===== src/rtl/cache_fill_fsm_pkg.sv =====
// Shared constants for the cache miss/fill path: geometry, address fields,
// FSM encoding and a block-alignment helper.
package cache_fill_fsm_pkg;

    localparam int ADDR_W   = 16;  // byte address
    localparam int WORDS    = 8;   // 16-bit words per block
    localparam int NUM_SETS = 64;
    localparam int TAG_W    = 6;
    localparam int SET_W    = 6;
    localparam int OFFSET_W = 3;   // word offset within block
    localparam int CNT_W    = 4;   // counters must be able to hold WORDS itself

    // Address layout: [15:10] tag, [9:4] set, [3:1] word, [0] byte
    localparam int BLK_LSB  = OFFSET_W + 1;
    localparam int TAG_LSB  = ADDR_W - TAG_W;

    localparam logic [1:0] ST_IDLE = 2'd0;
    localparam logic [1:0] ST_FILL = 2'd1;
    localparam logic [1:0] ST_TAG  = 2'd2;

    // First byte of the block containing addr.
    function automatic logic [ADDR_W-1:0] block_base(input logic [ADDR_W-1:0] addr);
        return addr & ~ADDR_W'((1 << BLK_LSB) - 1);
    endfunction

endpackage


===== src/rtl/cache_fill_fsm_fill_counter.sv =====
// Small up-counter used for both the request and the return side of a fill.
// Stops at MAX so a stray enable after the last word can never wrap it.
module fill_counter #(
    parameter int CNT_W = 4,
    parameter int MAX   = 8
) (
    input  logic             clk,
    input  logic             rst,
    input  logic             clr,
    input  logic             en,
    output logic [CNT_W-1:0] count
);

    // Saturating count with synchronous clear
    always_ff @(posedge clk) begin
        if (rst || clr) begin
            count <= '0;
        end else if (en && (count < CNT_W'(MAX))) begin
            count <= count + CNT_W'(1);
        end
    end

endmodule


===== src/rtl/cache_fill_fsm.sv =====
// Cache miss handler: on a miss, requests the 8 words of the block one per
// cycle, streams returned words into the data array, then writes {valid,tag}
// into the metadata array for one cycle. fsm_busy stalls the pipeline
// throughout.
module cache_fill_fsm
    import cache_fill_fsm_pkg::*;
(
    input  logic                clk,
    input  logic                rst,
    input  logic                miss_detected,
    input  logic [ADDR_W-1:0]   miss_address,
    input  logic                memory_data_valid,
    input  logic [15:0]         memory_data,
    output logic                fsm_busy,
    output logic                mem_en,
    output logic [ADDR_W-1:0]   memory_address,
    output logic                write_data_array,
    output logic [OFFSET_W-1:0] fill_word_idx,
    output logic [15:0]         fill_data,
    output logic                write_tag_array,
    output logic [TAG_W:0]      tag_out,
    output logic [NUM_SETS-1:0] set_enable
);

    logic [1:0]        state;
    logic [1:0]        state_next;
    logic [ADDR_W-1:0] base;
    logic [CNT_W-1:0]  issue_cnt;
    logic [CNT_W-1:0]  recv_cnt;
    logic              in_fill;
    logic              word_in;
    logic              last_word;

    assign in_fill   = (state == ST_FILL);
    // Returns outside FILL (idle, tag cycle, after a reset) are dropped here
    assign word_in   = in_fill && memory_data_valid;
    assign last_word = word_in && (recv_cnt == CNT_W'(WORDS - 1));

    // Counters are held at zero whenever no fill is running, so every fill
    // starts from word 0 without an explicit load.
    fill_counter #(.CNT_W(CNT_W), .MAX(WORDS)) u_issue_cnt (
        .clk   (clk),
        .rst   (rst),
        .clr   (!in_fill),
        .en    (in_fill),
        .count (issue_cnt)
    );

    fill_counter #(.CNT_W(CNT_W), .MAX(WORDS)) u_recv_cnt (
        .clk   (clk),
        .rst   (rst),
        .clr   (!in_fill),
        .en    (word_in),
        .count (recv_cnt)
    );

    // Next-state decode; a miss is only taken from IDLE
    always_comb begin
        state_next = state;
        case (state)
            ST_IDLE: if (miss_detected) state_next = ST_FILL;
            ST_FILL: if (last_word)     state_next = ST_TAG;
            ST_TAG:                     state_next = ST_IDLE;
            default:                    state_next = ST_IDLE;
        endcase
    end

    // State and latched block base; base only moves on miss acceptance
    always_ff @(posedge clk) begin
        if (rst) begin
            state <= ST_IDLE;
            base  <= '0;
        end else begin
            state <= state_next;
            if ((state == ST_IDLE) && miss_detected) begin
                base <= block_base(miss_address);
            end
        end
    end

    // Output decode from registered state; only the data-write strobe and
    // the data itself follow the memory inputs combinationally.
    always_comb begin
        fsm_busy         = (state != ST_IDLE);
        mem_en           = in_fill && (issue_cnt < CNT_W'(WORDS));
        memory_address   = mem_en ? (base + ADDR_W'({issue_cnt, 1'b0})) : '0;
        write_data_array = word_in;
        fill_word_idx    = in_fill ? recv_cnt[OFFSET_W-1:0] : '0;
        fill_data        = memory_data;
        write_tag_array  = (state == ST_TAG);
        tag_out          = (state == ST_TAG) ? {1'b1, base[TAG_LSB +: TAG_W]} : '0;
        set_enable       = fsm_busy ? (NUM_SETS'(1) << base[BLK_LSB +: SET_W]) : '0;
    end

endmodule


===== config.mk =====
export PLATFORM = sky130hd
export DESIGN_NAME = cache_fill_fsm
export DESIGN_NICKNAME = d
export VERILOG_FILES = /design/src/rtl/cache_fill_fsm_pkg.sv /design/src/rtl/cache_fill_fsm_fill_counter.sv /design/src/rtl/cache_fill_fsm.sv
export SDC_FILE = /design/constraint.sdc
export NUM_CORES = 1
export LEC_CHECK = 0
export CAP_MARGIN = 5
export CORE_MARGIN = 3
export CORE_UTILIZATION = 24
export DETAILED_ROUTE_END_ITERATION = 12
export DONT_BUFFER_PORTS = 1
export GPL_TIMING_DRIVEN = 0
export PLACE_DENSITY = 0.33
export SLEW_MARGIN = 10
export SYNTH_ARGS = -nofsm -noshare
export SYNTH_HDL_FRONTEND = slang
export SYNTH_SLANG_ARGS = --single-unit

===== constraint.sdc =====
create_clock -name clk -period 2.4 [get_ports clk]
set_clock_uncertainty 0.15 [all_clocks]
set_input_delay 0.24 -clock clk [delete_from_list [all_inputs] [get_ports clk]]
set_output_delay 0.24 -clock clk [all_outputs]
set_load 0.1 [all_outputs]

==> summary.md, run 1 <==
| Metric | Value |
|---|---|
| WP data arrival | `2.18 ns` |
| Bufs and invs on worst path | `0` |
| Die W | `91.31 um` |
| RR Startpoint | `state[0]$_SDFFE_PP0P_` |
| Clock Path Buffers | `2` |
| Post-synth EDFFs | `0` |
| CTS Buf Count | `3` |
| Setup crit start kind | `flip-flop` |
| Worst EP required | `2.01 ns` |
| Peak supply drop | `0.2684 mV` |
| CP Cell Sequence | `ha_4, ha_4, nand3_4, or4_4, a21oi_4` |
| FF+latch count, synth | `22` |
| Synth Area in Compound Gates | `10.46%` |
| Critical Path Sink Type | `output pin` |
| First-pass GRT wire length | `9.929 mm` |
| Least-Margin Pin Slew | `0.9681 ns` |
| Clk sinks | `22` |
| Critical path peak fanout | `6` |
| Distinct cell type count after synthesis | `38` |
| Die height | `91.31 um` |
| Setup ws final | `-0.1747 ns` |
| Total track usage | `14.48%` |
| Antenna violations before repair | `0` |
| Routed Antenna Nets | `0` |
| Post-DR vias/cell | `4.805` |
| RSZ-0062 raised after global routing | `true` |
| DPL Wire Length | `4.632 mm` |
| Hold_ws | `0.003504 ns` |
| Main combinational cell family by area after synthesis | `simple AND/OR/NAND/NOR gates` |
| DR iter-0 viols | `48` |
| Final Power | `1228 uW` |
| Post-synth ARST share | `0%` |
| Dpl cells | `362` |
| Synth Instances | `266` |
| Maxcap violations | `0` |
| Synth warnings | `0` |
| Synth Area in Adders | `3.582%` |
| Final setup fails | `5` |
| Io pins | `146` |
| # rows | `30` |
| Setup CP Type | `flip-flop to output pin` |
| Synth Area per Inst | `6.566 um2` |
| H-tree levels | `1` |
| Later-pin clock latency in the skew report | `0.26 ns` |
| DRT Wirelength | `6.366 mm` |
| Finished Layout Cells | `384` |
| Cell Pwr Density | `418.1 nW/um2` |
| Layout area overhead | `68.19%` |
| GPL Wtd Cong | `0.6935` |
| Final #Nets | `330` |
| Synthesized Nets | `307` |
| Port Buf Inserts | `0` |
| Ant. Diodes | `0` |
| Core area | `6907 um2` |
| Largest net degree at the start of global routing | `14` |
| Final Hold Vio Count | `0` |
| Seq/Total Area, Yosys | `25.21%` |
| Area contributors post-synth | `dfxtp_1 (25%), nor2_1 (17%), buf_4 (8.6%)` |
| Vias in the first global route | `1,821` |
| Leading area contributor after synthesis | `dfxtp_1` |
| LEAKAGE | `0.0008863 uW` |
| Crit path top cell by count | `ha_4` |
| Mapped Area | `1747 um2` |
| Max-slew violations | `0` |
| XOR/XNOR Fraction of Synth Area | `3.510%` |
| Yosys top cell area share | `25.21%` |
| Worst-path clk slew | `0.08 ns` |
| Rel. slew slack | `35.91%` |
| Max Fclk | `388.4 MHz` |
| Grt ovf | `0` |
| Total number of vias | `1,845` |
| Layout cells sized above 1 | `56.25%` |
| Drt pass-1 iters | `4` |
| Fill count | `716` |
| Worst hold path type | `primary input to flip-flop` |
| Multiplexer share of the synthesized area | `1.146%` |
| Slowest Stage Delay on Critical Path | `0.59 ns` |
| Crit path launch | `base[4]$_SDFFE_PP0P_` |
| Root Buffer | `clkbuf_8` |
| Fin crit period | `2.575 ns` |
| Status | `finished, violations left` |
| Synth Flop Type | `dfxtp_1` |
| Slowest cell on the critical path | `a21oi_4` |
| Post-synth top cells | `nor2_1 (78), nand2_1 (34), dfxtp_1 (22), buf_4 (20), a21oi_1 (19)` |
| CP top delay family | `simple AND/OR/NAND/NOR gates` |
| Hold wc startpoint | `memory_data_valid` |
| Initial core utilization | `25.29%` |
| Final Cycle Share | `107.3%` |
| R2R Setup Slk | `0.62 ns` |
| Die area | `8338 um2` |
| # DRC | `0` |
| Simple-gate share of the synthesized area | `44.05%` |
| Most common cell in the synthesized netlist | `nor2_1` |
| CTS tree | `done` |
| Failing checks | `setup timing` |
| Routed len/inst | `16.58 um` |
## cells in the final DEF, fill, tap and decap left out, types with 2 or more instances in the layout
cell / n
buf_2: 4
buf_4: 28
clkbuf_8: 3
nand3b_1: 4
ha_4: 2
nor2b_2: 2
dfxtp_1: 16
a21oi_1: 13
dfxtp_2: 4
dfxtp_4: 2
clkbuf_1: 3
nand2_4: 7
or4_4: 4
xor2_1: 2
nand2b_1: 2
nor2_1: 12
o21ai_0: 2
xnor2_1: 5
nand3_4: 5
and2_4: 12
o31ai_1: 4
nor2b_1: 2
nor2_4: 66
and2_1: 4
nand2_1: 27
dlygate4sd3_1: 13
ha_1: 3
or3_4: 3
a21oi_4: 6
mux2i_1: 2
or3b_4: 2
## worst register-to-register path: stages, from the launching register on
cell           delay, ns
dfxtp_2             0.38
nor3b_1             0.41
nand2_1             0.10
a21oi_1             0.13
dlygate4sd3_1       0.55
## worst paths after layout
check | to | depth (start not counted)
worst max-delay path | memory_address[12] | 5
worst min-delay path | state[1]$_SDFFE_PP0P_ | 2
worst max register to register | base[4]$_SDFFE_PP0P_ | 4
worst min register to register | base[15]$_SDFFE_PP0P_ | 2
## where the power goes
group          switching (uW)  internal (uW)
registers                23.2            380
logic                     378           96.5
clock network             128            223
total                     529            699
## metal layers
metal  GRT usage (%)  part of all wire [%]
met1           18.94                    43
met2           24.46                    49
met3           2.900                   6.4
met4           3.266                   1.1
met5               0                     0
## cell type report
class	instances	area, um2	share of cell area (%)
clock inverters	1	30.03	1.022
repair buffers	21	190.2	6.474
multi-input cells	210	1891	64.35
plain buffers	29	197.7	6.729
well taps	96	120.1	4.089
flip-flops and latches	22	452.9	15.42
inverters	2	15.01	0.5111
clock buffers	3	41.29	1.405
## flip-flops by register name, indices dropped and copies added, names as in the netlist
| signal | count |
|---|---|
| u_recv_cnt.count | 4 |
| base | 12 |
| u_issue_cnt.count | 4 |
| state | 2 |
## metrics by stage
step           setup slack, ns  setup TNS, ns  util, %  area (um2)
3_3_place_gp           -0.5900         -12.93    30.13        2081
4_1_cts                -0.1975         -1.283    41.52        2868
5_1_grt                -0.2428        -0.9791    42.54        2938
6_report               -0.1747        -0.6225    42.54        2938
2_1_floorplan          -0.3492         -3.131        -        1961
3_5_place_dp           -0.4970         -8.900    30.42        2101
## repair_timing
item / CTS / global route
buffers inserted: 6 / 2
hold endpoints to repair: 12 / 0
pin swaps: 58 / 15
endpoints found under the setup margin: 85 / 75
gates resized for setup: 132 / 19
hold buffers: 13 / 0
## logic make-up after synthesis
family          Yosys count
simple gates            164
fa+ha+maj                 5
mux                       2
compound gates           31
flops                    22
xor+xnor                  7
other cells               1
buf+inv                  34
Power figures use the tool's default switching activity.
==> run 2, diff against run 1 <==
Settings changed: CTS_CLUSTER_SIZE set to 14.
==> results of run 2 <==
Final layout, timing and power as in run 1 (identical DEF).
==> variant (config.mk and constraints of run 1) <==
Set the package constant `TAG_W` to 5 (it was 6).
--- a/src/rtl/cache_fill_fsm_pkg.sv
+++ b/src/rtl/cache_fill_fsm_pkg.sv
@@ -7,3 +7,3 @@
     localparam int NUM_SETS = 64;
-    localparam int TAG_W    = 6;
+    localparam int TAG_W    = 5;
     localparam int SET_W    = 6;
Interface: changed (resized tag_out); port bits go from 146 to 145. No check against the original RTL was run, so the function may have changed too.
==> variant against run 1 <==
- sequential cell count did not move
- final cell count rose by 0.26%
- maximum frequency barely moved
- final area rose by 0.64%
- hold slack improved by 0.019 ns
- wire length fell by 2.9%
- first-iteration DRC count fell by 4.2%
- non-clock buffer count rose by 2
- setup slack barely moved
- highest routed layer unchanged
- total power rose by 0.18%
- the run still ends with setup timing left
- clock power barely moved
- area after synthesis rose by 0.64%
==> variant: results (changes against run 1) <==
setup ws final -0.174 ns (was -0.175 ns); Synth top cells by count 78 x nor2_1, 34 x nand2_1, 22 x dfxtp_1 (unchanged); pin count of the biggest net entering global routing 14 (unchanged); FF-to-FF setup slack 0.64 ns (was 0.62 ns); Post-Place Worst Slack -0.420 ns (was -0.497 ns); Final Setup Violations 5 (unchanged); top cells by area, synth dfxtp_1 25%, nor2_1 17%, buf_4 8.1%, nand2_1 7.3%, a21oi_1 5.4% (was dfxtp_1 25%, nor2_1 17%, buf_4 8.6%, nand2_1 7.3%, and2_1 5.7%); WHS Endpoint u_recv_cnt.count[3]$_SDFFE_PP0P_ (was state[1]$_SDFFE_PP0P_); PortBufs 0 (unchanged); final setup TNS -0.454 ns (was -0.622 ns); # placed instances 361 (was 362); vias in the first global route 1842 (was 1821); critical-path maximum fanout 7 (was 6); Initial DRT Pass Iterations 3 (was 4); Seq/Total Area, Yosys 25.1% (was 25.2%); Total GRT Usage 14.3% (was 14.5%); # diodes 0 (unchanged); Hold Slack 0.0220 ns (was 0.00350 ns); dpl hpwl 4630 microns (about the same); leak pwr 0.893 nW (was 0.886 nW); CTS Buffer Depth 2 (unchanged); clk_lat worst skew 0.27 ns; CP arrival 2.18 ns (about the same); global-route wire length before repair 9790 microns (was 9930 microns); gpl congestion 0.654 (was 0.694); crit-path max cell delay 0.59 ns (about the same); Synth Warn # 0 (unchanged); Iteration-0 DRC Markers 46 (was 48); Top delay family on crit path simple AND/OR/NAND/NOR gates (unchanged); Setup crit start u_issue_cnt.count[3]$_SDFFE_PP0P_ (was base[4]$_SDFFE_PP0P_); switching power total 0.530 mW (was 0.529 mW); Fill cells 713 (was 716); Worst VDD drop 0.291 mV (was 0.268 mV); FFs w/ async S/R, synth 0% (unchanged); Synth Instances 265 (was 266); Clk pin slew, worst setup/hold paths 0.09 ns; leading registers by flop count base x12, u_issue_cnt.count x4, u_recv_cnt.count x4 (unchanged); final WL 6180 microns (was 6370 microns); layout cells sized above 1 56.1% (was 56.3%); status finished, violations left (unchanged); r2r startpoint state[1]$_SDFFE_PP0P_ (was state[0]$_SDFFE_PP0P_); synth unique cells 40 (was 38); Reg area 452 sq um (was 453 sq um); Hold Startpoint memory_data_valid (unchanged); worst r2r dst base[4]$_SDFFE_PP0P_ (unchanged); Yosys top cell area share 25.1% (was 25.2%); violated checks setup timing (unchanged); DR vias/cell 4.72 (was 4.80); HP Class input pin to flop (unchanged); Max-slew headroom 36.2% (was 35.9%); clk root buf clkbuf_8 (unchanged); area of placed instances 0.00211 sq mm (was 0.00210 sq mm); CTS H-tree depth 1 (unchanged); DR WL/cell 16.1 microns (was 16.6 microns); Final #Nets 331 (was 330); total CTS buffers 3 (unchanged); Syn Nets 306 (was 307); critical path's slowest cell a21oi_4 (unchanged); initial antenna violation count 0 (unchanged); Worst Setup EP memory_address[12] (unchanged)
==> variant: per-layer routing <==
metal | track usage (%) | vias to the layer above | wire length [microns]
met2 | 24.6 | 69 | 3190
met1 | 18.2 | 839 | 2540
li1 | - | 907 | -
met4 | 2.76 | 0 | 32
met5 | 0 | - | 0
met3 | 3.48 | 2 | 418
==> variant: power by group through the flow <==
stage	clock [mW]	combinational, mW	sequential [mW]
finish	0.352	0.475	0.403
global route	0.379	0.497	0.408
CTS	0.364	0.465	0.402
detailed placement	0	0.399	0.409
global placement	0	0.397	0.409
floorplan	0	0.363	0.403
==> variant: repair_timing <==
action	CTS	global route
endpoints found under the hold margin	13	0
hold buffers	14	0
setup endpoints to repair	84	81
resized for setup	121	31
pin swaps	49	25
buffers inserted	6	3
gates cloned	0	0
==> variant: kinds of logic (layout without fill, tap and decap cells) <==
logic type	after synthesis	in the layout	synth area share, %
flip-flops	22	22	25.1
XOR/XNOR	7	7	3.49
AO/OA/AOI/OAI	31	31	10.4
multiplexers	2	2	1.14
other	1	1	0.213
AND/OR/NAND/NOR	163	163	43.8
adder cells (fa/ha/maj)	5	5	3.56
buffers and inverters	34	58	12.3
==> variant: area by class of cell <==
| type | count | share of cell area (%) |
|---|---|---|
| timing repair buffer | 23 | 7.02 |
| sequential | 22 | 15.3 |
| clock buffer | 3 | 1.40 |
| multi-input combinational | 209 | 63.9 |
| clock inverter | 1 | 1.02 |
| tap | 96 | 4.06 |
| inverter | 2 | 0.423 |
| buffer | 29 | 6.94 |
==> variant: worst reg2reg max path, cell delays in order, from the launching register on <==
cell	delay [ns]
dfxtp_1	0.39
nor3b_1	0.39
nand2_1	0.10
a21oi_1	0.12
dlygate4sd3_1	0.55
